### src/rtl/pipe_adder_pkg.sv
// pipe_adder_pkg: shared stage payload type and stage-count helper for pipe_adder (flags via PIPE_ADDER_FLAGS_EN)
package pipe_adder_pkg;

    typedef struct packed {
        logic valid;
        logic carry;
    } stage_ctl_t;

    function automatic int stages_f(input int width, input int chunk);
        return (width / chunk < 1) ? 1 : width / chunk;
    endfunction

endpackage

### src/rtl/adder_chunk.sv
// adder_chunk: combinational CHUNK-bit adder with carry in/out, one per pipeline stage
module adder_chunk #(
    parameter int CHUNK = 8
) (
    input  logic [CHUNK-1:0] a_i,
    input  logic [CHUNK-1:0] b_i,
    input  logic             ci_i,
    output logic [CHUNK-1:0] s_o,
    output logic             co_o
);

    assign {co_o, s_o} = {1'b0, a_i} + {1'b0, b_i} + {{CHUNK{1'b0}}, ci_i};

endmodule

### src/rtl/pipe_adder.sv
// pipe_adder: pipelined adder/subtractor, one CHUNK slice per stage; ovf/zero ports built only with PIPE_ADDER_FLAGS_EN
module pipe_adder
    import pipe_adder_pkg::*;
#(
    parameter int WIDTH = 32,
    parameter int CHUNK = 8
) (
    input  logic             clk,
    input  logic             rst,
    input  logic             in_valid,
    output logic             in_ready,
    input  logic [WIDTH-1:0] a,
    input  logic [WIDTH-1:0] b,
    input  logic             cin,
    input  logic             sub,
    output logic             out_valid,
    input  logic             out_ready,
    output logic [WIDTH-1:0] z,
    output logic             cout
`ifdef PIPE_ADDER_FLAGS_EN
    ,
    output logic             ovf,
    output logic             zero
`endif
);

    localparam int STAGES = stages_f(WIDTH, CHUNK);

    logic             adv;
    logic [WIDTH-1:0] bx;
    logic             c0;

    assign bx       = sub ? ~b : b;
    assign c0       = sub | cin;
    assign adv      = !out_valid || out_ready;
    assign in_ready = adv;

    // The A word is consumed from the bottom while sums rotate in at the top,
    // so after the last stage it holds z in order. B' shrinks by one slice per stage.
    genvar s;
    generate
        for (s = 0; s < STAGES; s++) begin : g
            localparam int BW = WIDTH - s * CHUNK;
            logic [WIDTH-1:0] sa, a_d, a_q;
            logic [BW-1:0]    sb;
            logic             sc, sv, co;
            logic [CHUNK-1:0] sum;
            stage_ctl_t       ctl_d, ctl_q;
            if (s == 0) begin : g_src
                assign sa = a;
                assign sb = bx;
                assign sc = c0;
                assign sv = in_valid;
            end else begin : g_src
                assign sa = g[s-1].a_q;
                assign sb = g[s-1].g_b.b_q;
                assign sc = g[s-1].ctl_q.carry;
                assign sv = g[s-1].ctl_q.valid;
            end
            adder_chunk #(.CHUNK(CHUNK)) u_add (
                .a_i (sa[CHUNK-1:0]),
                .b_i (sb[CHUNK-1:0]),
                .ci_i(sc),
                .s_o (sum),
                .co_o(co)
            );
            // Next stage word: drop the consumed slice, insert its sum at the top.
            always_comb begin
                a_d   = (sa >> CHUNK) | (WIDTH'(sum) << (WIDTH - CHUNK));
                ctl_d = '{valid: sv, carry: co};
            end
            // Stage register: cleared by reset, frozen with the whole pipe when the output stalls.
            always_ff @(posedge clk or posedge rst) begin
                if (rst) begin
                    ctl_q <= '0;
                    a_q   <= '0;
                end else if (adv) begin
                    ctl_q <= ctl_d;
                    a_q   <= a_d;
                end
            end
            if (s < STAGES - 1) begin : g_b
                logic [BW-CHUNK-1:0] b_q;
                // Unconsumed B' slices only matter next to a valid bit, so no reset.
                always_ff @(posedge clk) begin
                    if (adv) b_q <= sb[BW-1:CHUNK];
                end
            end
`ifdef PIPE_ADDER_FLAGS_EN
            if (s == STAGES - 1) begin : g_ovf
                logic ovf_d, ovf_q;
                assign ovf_d = (sa[CHUNK-1] == sb[CHUNK-1]) && (sum[CHUNK-1] != sa[CHUNK-1]);
                // Overflow is decided where the operand MSB slice is consumed.
                always_ff @(posedge clk or posedge rst) begin
                    if (rst) ovf_q <= 1'b0;
                    else if (adv) ovf_q <= ovf_d;
                end
            end
`endif
        end
    endgenerate

    assign out_valid = g[STAGES-1].ctl_q.valid;
    assign z         = g[STAGES-1].a_q;
    assign cout      = g[STAGES-1].ctl_q.carry;
`ifdef PIPE_ADDER_FLAGS_EN
    assign ovf       = g[STAGES-1].g_ovf.ovf_q;
    assign zero      = out_valid && (z == '0);
`endif

endmodule

### config.mk
export PLATFORM = sky130hd
export DESIGN_NAME = pipe_adder
export DESIGN_NICKNAME = d
export VERILOG_FILES = /design/src/rtl/pipe_adder_pkg.sv /design/src/rtl/adder_chunk.sv /design/src/rtl/pipe_adder.sv
export SDC_FILE = /design/constraint.sdc
export NUM_CORES = 1
export LEC_CHECK = 0
export CORE_UTILIZATION = 56
export CTS_CLUSTER_SIZE = 25
export DETAILED_ROUTE_END_ITERATION = 6
export GPL_ROUTABILITY_DRIVEN = 0
export GPL_TIMING_DRIVEN = 0
export MAX_ROUTING_LAYER = met4
export PLACE_DENSITY = 0.81
export SYNTH_ARGS = -nofsm -noshare
export SYNTH_HDL_FRONTEND = slang
export SYNTH_SLANG_ARGS = --single-unit
### constraint.sdc
create_clock -name clk -period 5.8 [get_ports clk]
set_input_delay 1.45 -clock clk [delete_from_list [all_inputs] [get_ports clk]]
set_output_delay 1.45 -clock clk [all_outputs]
set_load 0.005 [all_outputs]
Word-level counts from Yosys, hierarchy flattened:

Index checks and enable logic that the tools add are counted.

* memory bits (writable): 0
* logic and storage cells: 32
* bits in latches: 0
* bits in read-only memories: 0
* register bits: 184
* memories: 0
* output and inout bits: 35
* input port bits: 70

* eq/ne operators: 0
* reduce and logical (&&, ||, !) cells: 2
* multipliers: 0
* shift operators: 0
* order comparisons: 0
* $add $sub $neg: 8
* mux-type cells: 1
* divide/modulo/power cells: 0
* bitwise logic cells: 6

Operator list (number)
* $or A24 B32 Y32: 4
* $add A8 B8 Y9: 4
* $add A9 B1 Y9: 4
* $mux W32: 1
* $not A32 Y32: 1
* $logic_not A1 Y1: 1
* $logic_or A1 B1 Y1: 1
* $or A1 B1 Y1: 1

Logic depth before layout (Yosys ltp):

Gate-level depths: netlist of run 1.

* word-level depth: 5
* depth in mapped cells: 10
* mapped depth without buffers: 8

Modules after synthesis:

From an unflattened synthesis of run 1, not the netlist that was laid out.

* cells, all modules: 536
* area, all modules: 8774.7 um^2

Modules (own cells, without submodules)
* pipe_adder: instances 1, seq. area each 4844.6 um^2, area an instance 7448.4 um^2, cells an instance 374
* adder_chunk (g[0].u_add ...): instances 3, seq. area each 0.0 um^2, area an instance 331.6 um^2, cells an instance 40
* adder_chunk (g[2].u_add): instances 1, seq. area each 0.0 um^2, area an instance 331.6 um^2, cells an instance 42

Worst setup path before layout of run 1:

No wires, ideal clock.

* path type: input to output
* start point: input port out_ready
* end point: output port in_ready
* cell stages on the path: 5
* slack: 1.775 ns
* data arrival time: 2.575 ns
* data required time: 4.350 ns
* path through: nor2b_4 buf_6 inv_2 buf_2 buf_2

* longest elaborated chain between the ends: 1

Ends and longest elaborated chain
* start: declaration: line pipe_adder.sv:17 `input logic out_ready,`
* $logic_or A1 B1 Y1: line pipe_adder.sv:35 `assign adv = !out_valid || out_ready;`
* end: declaration: line pipe_adder.sv:11 `output logic in_ready,`

Every way passes these cells.

Final worst setup path of run 1:

Ends and elaborated chain as after synthesis.

==> metrics, run 1 <==
syn avg cell area 10.42 um2; met3 wire len 878 um; Final period util 92.77%; DR WL met2 8244 um; vias in the first global route 5719; worst slack at placement -0.07920 ns; CTS buffer count 17; Leakage Power 4.724 nW; WS Path Type in -> out; Tot Pwr 5.204 mW; DR DRC count 0; Total GRT Usage 24.77%; CP required 4.35 ns; unique cell type count in the Yosys netlist 40; Gate Count Post-Synth 795; sequential share of power 42.0%; WL final 17010 um; starting DRC count in detailed routing 408; Max Cap Viol 0; DP Wirelength 12060 um; fin crit period 5.381 ns; Synth Cell Area 8280 um2; Critical Path End Type output port; Worst Path Arrival 3.93 ns; DR vias/cell 5.326; worst setup skew after layout 0.01485 ns; Max H-tree Level 4; Top Ports 105; most frequent cells in the layout nand2_1, dfrtp_1, clkdlybuf4s50_1; Sw Ratio 35.26%; post-route setup slack 0.4194 ns; Comb power frac 37.5%; Area Growth Syn to Fin 22.24%; CP max FO 58; YS warnings 0; relative slew slack 51.15%; Clk pwr share 20.5%; outcome complete, no violations; Bufs on Longest Clock Path 2; Clk Latency, worst-skew pair 0.44 ns; Placeable Area 14480 um2; P per Cell Area 514.1 nW/um2; GRT overflow 0; root buffer cell clkbuf_16; endpoints failing hold 0; commonest non-fill, non-tap cell in the layout nand2_1; measured slew at the worst slew-check pin 0.7327 ns; Worst Hold Slack 0.4209 ns; switching power 1.835 mW; Port Buffers 103; DR WL/cell 15.26 um; worst min-delay path class reg -> reg; fraction of layout cells with a size suffix above 1 7.626%; die area 15280 um2; post-synthesis sequential area ratio 58.51%; global-route wire length before repair 27520 um; antenna cell count 0; final setup vio count 0; internal cell power 3.369 mW; RSZ-0062 raised after global routing no; Nets 1024; Critical Path Start Type input port; initial antenna violation count 0; chip height 123.6 um; Pre-Repair DR Iteration Count 5; CTS sink count 184; Top Layer Used met4; Max Fclk 185.9 MHz; via count 5939; peak supply drop 268.7 uV; flops & latches, synth 184; Die X 123.6 um; Final ANT Viol Nets 0; Starting Density 57.19%; Worst-path clk slew 0.07 ns; Slew Viols, Final 0; M1 WL 7569 um; syn nets 901; largest net degree at the start of global routing 82; # rows 44; TritonCTS clock tree done
==> Yosys cell counts <==
library cell	instances	area share (%)
a211o_1	1	0.11
a211oi_1	15	1.4
a211oi_2	3	0.45
a21o_1	8	0.73
a21oi_1	6	0.36
a221o_1	1	0.12
a221oi_1	4	0.42
buf_2	31	1.9
buf_6	2	0.27
clkbuf_1	3	0.14
dfrtp_1	136	41
edfxtp_1	48	17
fa_1	8	1.9
ha_1	28	4.2
inv_1	5	0.23
inv_2	1	0.045
mux2i_1	7	0.85
nand2_1	336	15
nand2b_1	7	0.53
nand3_1	5	0.30
nor2_1	6	0.27
nor2b_1	1	0.076
nor2b_4	1	0.17
nor3_1	9	0.54
nor3b_1	20	1.8
nor4_1	1	0.076
nor4b_1	3	0.32
o2111ai_1	1	0.11
o211a_1	1	0.12
o21a_1	6	0.54
o21ai_0	23	1.4
o21bai_1	7	0.63
o22a_1	3	0.32
o31a_1	7	0.74
o31ai_1	8	0.73
or2_2	1	0.076
or3_1	3	0.23
or4b_1	3	0.36
xnor2_1	3	0.32
xor2_1	33	3.5
==> flip-flops by register name, summed over array words and instances, names as in the netlist <==
register   cells
z             32
g.g_b.b_q     48
cout           1
g.a_q         96
out_valid      1
g.sc           3
g.sv           3
==> critical path, stage by stage <==
cell and delay [ns]:
clkdlybuf4s50_1 0.50, nor2b_4 0.05, buf_6 0.14, inv_2 0.18, buf_2 0.31, buf_4 0.63, clkdlybuf4s50_1 0.64
==> power by group through the flow <==
| stage | logic [mW] | clock network, mW | registers [mW] |
|---|---|---|---|
| 3_5_place_dp | 1.94 | 0 | 2.21 |
| 2_1_floorplan | 1.30 | 0 | 2.14 |
| 4_1_cts | 1.96 | 1.08 | 2.19 |
| 3_3_place_gp | 1.87 | 0 | 2.19 |
| 6_report | 1.95 | 1.07 | 2.18 |
| 5_1_grt | 2.20 | 1.14 | 2.24 |
==> stage by stage <==
| step | std cells | cell area, um2 | setup TNS [ns] | utilization [%] |
|---|---|---|---|---|
| after floorplan | 795 | 8280 | 0 | - |
| after global placement | 1082 | 9542 | -152.48 | 65.90 |
| after detailed placement | 1083 | 9574 | -0.07920 | 66.13 |
| after CTS | 1115 | 10120 | 0 | 69.91 |
| after global routing | 1115 | 10120 | 0 | 69.91 |
| final | 1115 | 10120 | 0 | 69.91 |
==> routing by layer <==
layer	global-route usage, %	vias to the layer above
met5	-	-
met4	8.886	0
met3	5.357	27
met2	38.99	162
met1	31.78	2832
li1	-	2918
==> logic make-up (layout without fill, tap and decap cells) <==
kind of cell / Yosys count / in the layout / share of synthesized area (%)
and+or+nand+nor: 396 / 396 / 19.99
DFF: 184 / 184 / 58.51
AOI/OAI and AO/OA: 94 / 94 / 8.130
buffers and inverters: 42 / 178 / 2.554
adders and majority gates: 36 / 36 / 6.165
xor gates and xnor gates: 36 / 36 / 3.808
muxes: 7 / 7 / 0.8462
==> cell type report <==
class / count / area [um2]
Sequential cell: 184 / 4845
Fill cell: 1089 / 4357
Multi-Input combinational cell: 569 / 3224
Timing Repair Buffer: 104 / 1059
Clock buffer: 17 / 425.4
Tap cell: 184 / 230.2
Buffer: 36 / 191.4
Clock inverter: 15 / 120.1
Inverter: 6 / 27.53
==> repair_timing <==
action / CTS / global route
setup buffers: 0 / 0
gates resized for setup: 1 / 0
setup endpoints to repair: 1 / 0
hold buffers: 0 / 0
==> path summary, 6_finish.rpt <==
| check | slack [ns] | end | from | cells past startpoint |
|---|---|---|---|---|
| min in group asynchronous | 1.44 | z[9] | rst | 2 |
| setup reg to reg | 3.35 | z[30] | g[3].sc | 6 |
| setup / recovery | 0.42 | in_ready | out_ready | 7 |
| hold / removal | 0.42 | g[2].g_b.b_q[7] | g[1].g_b.b_q[15] | 0 |
| hold reg to reg | 0.42 | g[2].g_b.b_q[7] | g[1].g_b.b_q[15] | 0 |
| max in group asynchronous | 3.59 | g[2].a_q[23] | rst | 3 |
No activity file was read; power rests on OpenSTA's default activity.
==> inputs of run 2 (changes only) <==
clock period = 5.7 ns   (was 5.8 ns; I/O delays follow)
==> results of run 2 <==
The final DEF is identical to that of run 1. Status: complete, no violations.
Among the figures that moved: setup slack after placement -0.07920 ns -> -0.1292 ns; setup slack after layout 0.4194 ns -> 0.3694 ns; register-to-register setup slack 3.35 ns -> 3.25 ns; total power 5.204 mW -> 5.295 mW; worst IR drop on VDD 268.7 uV -> 273.4 uV
